## src/rtl/sap_core.sv

```systemverilog
// sap_core: SAP-style accumulator CPU with an on-chip program/data memory.
// Each instruction takes three execution steps (FETCH, DECODE, EXEC); a
// free-running divider paces the steps at one step every DIV clocks.
module sap_core #(
  parameter int DW  = 8,
  parameter int AW  = 4,
  parameter int DIV = 1
) (
  input  logic          clk,
  input  logic          rst,
  input  logic          run,
  input  logic          prog_we,
  input  logic [AW-1:0] prog_addr,
  input  logic [DW-1:0] prog_data,
  output logic [DW-1:0] out_data,
  output logic          out_valid,
  output logic          halted,
  output logic [AW-1:0] pc,
  output logic [DW-1:0] acc,
  output logic          flag_z,
  output logic          flag_c
);

  localparam int CW    = (DIV > 1) ? $clog2(DIV) : 1;
  localparam int DEPTH = 1 << AW;

  localparam logic [3:0] OP_LDA = 4'h0;
  localparam logic [3:0] OP_ADD = 4'h1;
  localparam logic [3:0] OP_SUB = 4'h2;
  localparam logic [3:0] OP_STA = 4'h3;
  localparam logic [3:0] OP_JMP = 4'h4;
  localparam logic [3:0] OP_JZ  = 4'h5;
  localparam logic [3:0] OP_JC  = 4'h6;
  localparam logic [3:0] OP_LDI = 4'h7;
  localparam logic [3:0] OP_OUT = 4'hE;
  localparam logic [3:0] OP_HLT = 4'hF;

  typedef enum logic [2:0] {
    S_IDLE,
    S_FETCH,
    S_DECODE,
    S_EXEC,
    S_HALT
  } state_e;

  state_e        state_q, state_d;
  logic [CW-1:0] cnt_q;
  logic [AW-1:0] pc_q, pc_d;
  logic [DW-1:0] acc_q, acc_d;
  logic [DW-1:0] b_q, b_d;
  logic [DW-1:0] ir_q, ir_d;
  logic          z_q, z_d;
  logic          c_q, c_d;
  logic [DW-1:0] out_q, out_d;
  logic          ov_q, ov_d;

  logic [DW-1:0] mem_q [DEPTH];
  logic          mem_we;
  logic [AW-1:0] mem_waddr;
  logic [DW-1:0] mem_wdata;

  logic          step;
  logic [3:0]    opcode;
  logic [AW-1:0] operand;
  logic [DW:0]   sum;
  logic [DW-1:0] diff;
  logic [DW-1:0] imm;

  assign step    = (cnt_q == CW'(DIV - 1));
  assign opcode  = ir_q[DW-1 -: 4];
  assign operand = ir_q[AW-1:0];
  assign sum     = {1'b0, acc_q} + {1'b0, b_q};
  assign diff    = acc_q - b_q;
  assign imm     = {{(DW-AW){1'b0}}, operand};

  // Step divider: free-running 0..DIV-1, step fires on the last count.
  always_ff @(posedge clk) begin
    // NOTE: sequential state uses non-blocking assignments so every register
    // samples pre-edge values, independent of statement order.
    if (rst)       cnt_q <= '0;
    else if (step) cnt_q <= '0;
    else           cnt_q <= cnt_q + CW'(1);
  end

  // Next-state and datapath decisions for the fetch/decode/execute sequence.
  always_comb begin
    // NOTE: every signal assigned here gets a default first, so no path
    // through the case statements can leave one unassigned and infer a latch.
    state_d   = state_q;
    pc_d      = pc_q;
    acc_d     = acc_q;
    b_d       = b_q;
    ir_d      = ir_q;
    z_d       = z_q;
    c_d       = c_q;
    out_d     = out_q;
    ov_d      = 1'b0;
    mem_we    = 1'b0;
    mem_waddr = prog_addr;
    mem_wdata = prog_data;

    case (state_q)
      S_IDLE: begin
        mem_we = prog_we;
        if (run) state_d = S_FETCH;
      end
      S_HALT: begin
        mem_we = prog_we;
        if (run) begin
          state_d = S_FETCH;
          pc_d    = '0;
        end
      end
      S_FETCH: begin
        if (step) begin
          ir_d    = mem_q[pc_q];
          pc_d    = pc_q + AW'(1);
          state_d = S_DECODE;
        end
      end
      S_DECODE: begin
        if (step) begin
          b_d     = mem_q[operand];
          state_d = S_EXEC;
        end
      end
      S_EXEC: begin
        if (step) begin
          state_d = S_FETCH;
          case (opcode)
            OP_LDA: begin
              acc_d = b_q;
              z_d   = (b_q == '0);
            end
            OP_ADD: begin
              {c_d, acc_d} = sum;
              z_d          = (sum[DW-1:0] == '0);
            end
            OP_SUB: begin
              acc_d = diff;
              c_d   = (acc_q < b_q);
              z_d   = (diff == '0);
            end
            OP_STA: begin
              mem_we    = 1'b1;
              mem_waddr = operand;
              mem_wdata = acc_q;
            end
            OP_JMP: pc_d = operand;
            OP_JZ:  if (z_q) pc_d = operand;
            OP_JC:  if (c_q) pc_d = operand;
            OP_LDI: begin
              acc_d = imm;
              z_d   = (imm == '0);
            end
            OP_OUT: begin
              out_d = acc_q;
              ov_d  = 1'b1;
            end
            OP_HLT: state_d = S_HALT;
            default: ;
          endcase
        end
      end
      default: state_d = S_IDLE;
    endcase
  end

  // Architectural registers; reset clears everything except memory.
  always_ff @(posedge clk) begin
    if (rst) begin
      state_q <= S_IDLE;
      pc_q    <= '0;
      acc_q   <= '0;
      b_q     <= '0;
      ir_q    <= '0;
      z_q     <= 1'b0;
      c_q     <= 1'b0;
      out_q   <= '0;
      ov_q    <= 1'b0;
    end else begin
      state_q <= state_d;
      pc_q    <= pc_d;
      acc_q   <= acc_d;
      b_q     <= b_d;
      ir_q    <= ir_d;
      z_q     <= z_d;
      c_q     <= c_d;
      out_q   <= out_d;
      ov_q    <= ov_d;
    end
  end

  // Program/data memory write port; reset blocks a write from an aborted STA.
  always_ff @(posedge clk) begin
    // NOTE: the memory array has no reset so it maps onto plain storage;
    // contents survive rst and only the write enable is gated by it.
    if (mem_we && !rst) mem_q[mem_waddr] <= mem_wdata;
  end

  assign pc        = pc_q;
  assign acc       = acc_q;
  assign flag_z    = z_q;
  assign flag_c    = c_q;
  assign out_data  = out_q;
  assign out_valid = ov_q;
  assign halted    = (state_q == S_HALT);

endmodule

```

## config.mk

```make
export PLATFORM = sky130hd
export DESIGN_NAME = sap_core
export DESIGN_NICKNAME = d
export VERILOG_FILES = /design/src/rtl/sap_core.sv
export SDC_FILE = /design/constraint.sdc
export NUM_CORES = 1
export LEC_CHECK = 0
export CORE_MARGIN = 1
export CORE_UTILIZATION = 60
export CTS_BUF_LIST = sky130_fd_sc_hd__clkbuf_8 sky130_fd_sc_hd__clkbuf_16
export CTS_CLUSTER_DIAMETER = 50
export DETAILED_ROUTE_END_ITERATION = 8
export GPL_TIMING_DRIVEN = 0
export PLACE_DENSITY = 0.82
export SETUP_SLACK_MARGIN = 0.1
export SYNTH_ARGS = -nofsm -noshare
export SYNTH_HDL_FRONTEND = slang
export SYNTH_SLANG_ARGS = --single-unit
```

## constraint.sdc

```tcl
create_clock -name clk -period 3.91 [get_ports clk]
set_input_delay 0.391 -clock clk [delete_from_list [all_inputs] [get_ports clk]]
set_output_delay 0.391 -clock clk [all_outputs]
set_load 0.005 [all_outputs]
```

==> results of run 1 <==
[worst max-delay path, stage by stage (launching register included)]
cell and delay (ns):
dfxtp_1 0.30, buf_2 0.18, nand2b_1 0.10, clkbuf_1 0.23, nor4_2 0.96, a32oi_1 0.20, or2_2 0.38, nor2_1 0.75
[cell usage in the layout (no fill, tap or decap), types with 3 or more instances in the layout]
cell             synthesis  layout
a211o_1                  5       5
a211oi_1                 5       5
a21oi_1                 36      36
a221oi_1                 8       8
a31oi_1                  8       8
a32oi_1                  3       3
buf_1                    5       5
buf_2                    8       9
clkbuf_1                28      28
clkbuf_16                0      17
clkdlybuf4s50_1          0      38
clkinv_4                 0       3
dfxtp_1                 43      43
edfxtp_1               128     128
ha_1                    18      18
inv_1                   19      21
inv_6                    0       3
mux2i_1                 10      10
mux4_2                  80      80
nand2_1                 74      74
nand2b_1                10      10
nand3_1                  7       7
nand4_1                  3       3
nor2_1                  49      49
nor2b_1                  6       6
nor3_1                  13      13
nor3b_1                  3       3
nor4_1                   3       3
o211ai_1                 5       5
o21ai_0                 23      23
or3_1                   13      13
xnor2_1                  7       7
xor2_1                   3       3
[flip-flops by register name, summed over array words and instances (netlist names)]
signal,flops
pc,4
mem_q,128
flag_c,1
out_data,8
flag_z,1
cnt_q,1
acc,8
b_q,8
ir_q,8
out_valid,1
state_q,3
[report_power, final]
group | leakage (nW) | internal (W) | switching (W)
registers | 1.50 | 0.00197 | 0.0000179
clock network | 0.262 | 0.000810 | 0.000711
logic | 1.41 | 0.000126 | 0.000185
total | 3.17 | 0.00290 | 0.000913
[through the flow]
step / worst slack [ns] / cells / hold WS (ns) / total power (W) / utilization [%]
2_1_floorplan: 1.36 / 663 / 0.478 / 0.00223 / -
3_3_place_gp: 0.574 / 885 / 0.474 / 0.00232 / 65.6
3_5_place_dp: 0.485 / 886 / 0.494 / 0.00233 / 65.6
4_1_cts: 0.442 / 917 / 0.361 / 0.00381 / 69.3
5_1_grt: 0.179 / 917 / 0.393 / 0.00390 / 69.3
6_report: 0.419 / 917 / 0.375 / 0.00382 / 69.3
[worst max-delay path by stage]
stage,start,to,cells past startpoint
5_1_grt,state_q[0]$_SDFFE_PP0P_,mem_q[2][0]$_DFFE_PP_,7
6_report,state_q[0]$_SDFFE_PP0P_,mem_q[2][6]$_DFFE_PP_,7
3_5_place_dp,state_q[0]$_SDFFE_PP0P_,mem_q[2][1]$_DFFE_PP_,7
4_1_cts,state_q[0]$_SDFFE_PP0P_,mem_q[2][0]$_DFFE_PP_,7
2_1_floorplan,state_q[0]$_SDFFE_PP0P_,mem_q[10][0]$_DFFE_PP_,7
3_3_place_gp,state_q[0]$_SDFFE_PP0P_,mem_q[2][7]$_DFFE_PP_,7
[kinds of logic (layout without fill, tap and decap cells)]
group / count (synthesis) / after routing / share of synthesized area (%)
DFF: 171 / 171 / 52.9
AOI/OAI and AO/OA: 111 / 111 / 8.22
other: 1 / 1 / 0.0422
buffers and inverters: 63 / 133 / 2.94
and+or+nand+nor: 197 / 197 / 10.5
adders and majority gates: 20 / 20 / 2.98
muxes: 90 / 90 / 21.4
xor gates and xnor gates: 10 / 10 / 0.985
[layer usage]
layer  vias to the layer above  global-route usage [%]
li1                       2706                       -
met1                      3110                    43.4
met2                       365                    55.2
met3                        68                    5.63
met4                         0                    17.5
met5                         -                       0
[final cells by class]
type | count | area share (%)
clock buffers | 17 | 4.24
multi-input cells | 429 | 39.1
plain buffers | 43 | 1.86
inverters | 20 | 0.749
repair buffers | 39 | 3.84
well taps | 184 | 2.30
clock inverters | 14 | 0.998
flip-flops and latches | 171 | 46.9
==> impl_metrics.ini, run 1 <==
[cells_and_area]
design_area_mm2 = 0.0100
layout-drive-gt1-share_pct = 17.9
n_fill_cell = 985
register_area_mm2 = 0.00470
final_net_count = 757
multi_input_area_mm2 = 0.00392
num_antenna_cells = 0
syn_to_final_growth_pct = 12.8

[grt]
grt_pass1_wl_um = 35900
track_usage_pct = 33.7
antenna_found_initial = 0
grt_pass1_vias = 5999
grt-ovfl-total = 0
grt_max_degree = 17

[logic_synthesis]
syn-num-nets = 699
ys_async_sr_fraction_pct = 0
netlist_top_cells_area = edfxtp_1, mux4_2, dfxtp_1
ys_warn_count = 0
ys_top_cells_by_count = edfxtp_1, mux4_2, nand2_1
avgSynthCellArea_um2 = 13.4
synth.most_common_cell = edfxtp_1
netlist_area_mm2 = 0.00889
ys_types = 59
synth_top_area_share_pct = 43.2
yosys.area.top_type = edfxtp_1
ys_seq_elements = 171
synth-edff-count = 128
synth_ff_type = edfxtp_1
seq_area_frac_synth_pct = 52.9
syn_inst = 663

[worst_hold_path]
hp-start = rst
min_to = acc[0]$_SDFFE_PP0P_
worstHoldPathType = primary input to flop
holdPathStages = 2

[cts]
numClockSinks = 171
htreeDepth = 4
cts-root-buf = clkbuf_16
worstSkewPairLatency_ns = 0.44
cts_hold_buf = 0
clk_path_buf_depth = 2
post_cts_resized = 0
cts_tree = done
cts-buffers-inserted = 17
postCtsSetupBuffers = 0
path_clk_slew_ns = 0.07

[die]
dieArea_mm2 = 0.0153
rows = 44
io_pins = 40
die_y_um = 124
die_x_um = 124
core_area_mm2 = 0.0145
initial_core_util_pct = 61.4

[sta]
max_slew_margin_pct = 29.0
finalCritPeriodShare_pct = 89.3
slew_viol_final = 0
rsz0062_at_grt = false
setup_violations = 0
fin_tns_setup_ns = 0
clock.fmax_ghz = 0.286
hold_viol = 0
clock_skew_ns = 0.0183
finalCriticalPeriod_ns = 3.49
tightest_slew_ns = 1.06

[drt]
vias = 6249
firstDrtPassIters = 5
wl_per_cell_um = 25.7
drt.antenna.violating_nets = 0
routed_wl_um = 23600
drt_iter0_markers = 853
wl_met3_um = 1790
met2_wirelength_um = 11800
drc_errors = 0
routed_via_density = 6.81
top_layer = met4
drt-met1-wl_um = 8760

[worst_setup_path]
cp.required_ns = 3.96
start_kind = flop
r2r_setup_slack_ns = 0.42
crit_arrival_ns = 3.55
crit_type = flop to flop
r2r-end = mem_q[2][6]$_DFFE_PP_
reg2reg_depth = 7
reg2reg_from = state_q[0]$_SDFFE_PP0P_
crit_path_max_fanout = 10
critPathCaptureType = flop

[placement]
place_hpwl_um = 16700
gp_congestion = 0.958
dpl_cell_area_mm2 = 0.00950
port-buffer-count = 38

[power_and_ir_drop]
p_per_area_mw_per_mm2 = 381
ir_worst_vdd_mv = 0.321
leakage_nw = 3.17

[flow_run]
cap_violations = 0

[outcome]
outcome = finished, final reports clean
Note: power is estimated with default switching activity, not from simulation.
==> inputs of run 2 (changes only) <==
SLEW_MARGIN = 10   (was unset)
==> impl_metrics.ini, run 2 (same netlist as run 1, synthesis figures left out) <==
[power_and_ir_drop]
ir_worst_vdd_mv = 0.479
p_per_area_mw_per_mm2 = 397
leakage_nw = 3.20

[die]
die_x_um = 124
core_area_mm2 = 0.0145
io_pins = 40
initial_core_util_pct = 61.4
rows = 44
die_y_um = 124
dieArea_mm2 = 0.0153

[placement]
place_hpwl_um = 16600
port-buffer-count = 38
pre_cts_ws_ns = 0.490
gp_congestion = 0.958

[cells_and_area]
final_net_count = 756
syn_to_final_growth_pct = 13.5
layout-drive-gt1-share_pct = 18.0
post-route-util_pct = 69.7
largest_reg_flops = 128
n_fill_cell = 949
final_cell_mix = edfxtp_1, mux4_2, nand2_1
final_common_cell = edfxtp_1
num_antenna_cells = 0
largest-register = mem_q

[drt]
drt.antenna.violating_nets = 0
wl_per_cell_um = 26.2
vias = 6313
drt_iter0_markers = 906
drc_errors = 0
routed_wl_um = 24100
firstDrtPassIters = 5
routed_via_density = 6.88

[worst_setup_path]
r2r_setup_slack_ns = 0.33
startpoint = state_q[0]$_SDFFE_PP0P_
critPathCaptureType = flop
crit_arrival_ns = 3.63
r2r-end = mem_q[10][5]$_DFFE_PP_
reg2reg_depth = 7
reg2reg_from = state_q[0]$_SDFFE_PP0P_
crit_type = flop to flop
endpoint = mem_q[10][5]$_DFFE_PP_
start_kind = flop
cp.required_ns = 3.96
crit_path_max_fanout = 10

[cts]
post_cts_resized = 0
numClockSinks = 171
cts-buffers-inserted = 17
htreeDepth = 4
cts_tree = done
path_clk_slew_ns = 0.07
clk_path_buf_depth = 2
cts_hold_buf = 0
worstSkewPairLatency_ns = 0.44
cts-root-buf = clkbuf_16
postCtsSetupBuffers = 0

[sta]
fin_tns_setup_ns = 0
hold_viol = 0
rsz0062_at_grt = false
finalCritPeriodShare_pct = 91.4
setup_violations = 0
clock_skew_ns = 0.0107
slew_viol_final = 0
tightest_slew_ns = 1.11
setup_slack_ns = 0.335
finalCriticalPeriod_ns = 3.58
clock.fmax_ghz = 0.280
max_slew_margin_pct = 25.6

[grt]
antenna_found_initial = 0
grt_pass1_wl_um = 36300
grt_pass1_vias = 6077
grt-ovfl-total = 0
grt_max_degree = 17
track_usage_pct = 34.1

[worst_hold_path]
holdPathStages = 2
worstHoldPathType = primary input to flop

[flow_run]
cap_violations = 0

[outcome]
outcome = finished, final reports clean
## run 2: critical path, cell delays in order, from the launching register on
cell	delay, ns
dfxtp_1	0.31
buf_2	0.18
nand2b_1	0.10
clkbuf_1	0.24
nor4_2	0.98
a32oi_1	0.21
or2_2	0.39
nor2_1	0.79
## run 2: area by class of cell
type | count | area, um2 | area share (%)
Buffer | 43 | 186 | 1.85
Clock buffer | 17 | 425 | 4.22
Clock inverter | 15 | 163 | 1.61
Inverter | 20 | 75.1 | 0.744
Multi-Input combinational cell | 429 | 3920 | 38.9
Sequential cell | 171 | 4700 | 46.6
Tap cell | 184 | 230 | 2.28
Timing Repair Buffer | 38 | 380 | 3.77
## run 2: per-stage QoR
step / hold slack, ns / area, um2 / instances / power, W
floorplan: 0.478 / 8890 / 663 / 0.00223
global placement: 0.474 / 9500 / 885 / 0.00232
detailed placement: 0.488 / 9500 / 885 / 0.00233
CTS: 0.375 / 10100 / 917 / 0.00400
global route: 0.409 / 10100 / 917 / 0.00410
finish: 0.384 / 10100 / 917 / 0.00400
## run 2: layer usage
metal	GRT usage, %	vias to the layer above	wire (um)
li1	-	2705	-
met1	43.9	3123	8800
met2	56.4	419	12000
met3	5.63	66	2080
met4	17.1	0	1140
met5	0	-	0
## run 2: power by group
part / switching, W / total [W] / internal, W
clock network: 0.000750 / 0.00171 / 0.000955
registers: 0.0000183 / 0.00199 / 0.00197
logic: 0.000185 / 0.000311 / 0.000126
## run 2: worst min path at each step
| stage | end | slack (ns) | from |
|---|---|---|---|
| final | out_valid$_SDFF_PP0_ | 0.38 | rst |
| after global routing | acc[0]$_SDFFE_PP0P_ | 0.41 | rst |
| after CTS | out_valid$_SDFF_PP0_ | 0.37 | rst |
| after detailed placement | out_data[0]$_SDFFE_PP0P_ | 0.49 | out_data[0]$_SDFFE_PP0P_ |
| after global placement | out_data[2]$_SDFFE_PP0P_ | 0.47 | out_data[2]$_SDFFE_PP0P_ |
| after floorplan | b_q[4]$_SDFFE_PP0P_ | 0.48 | b_q[4]$_SDFFE_PP0P_ |
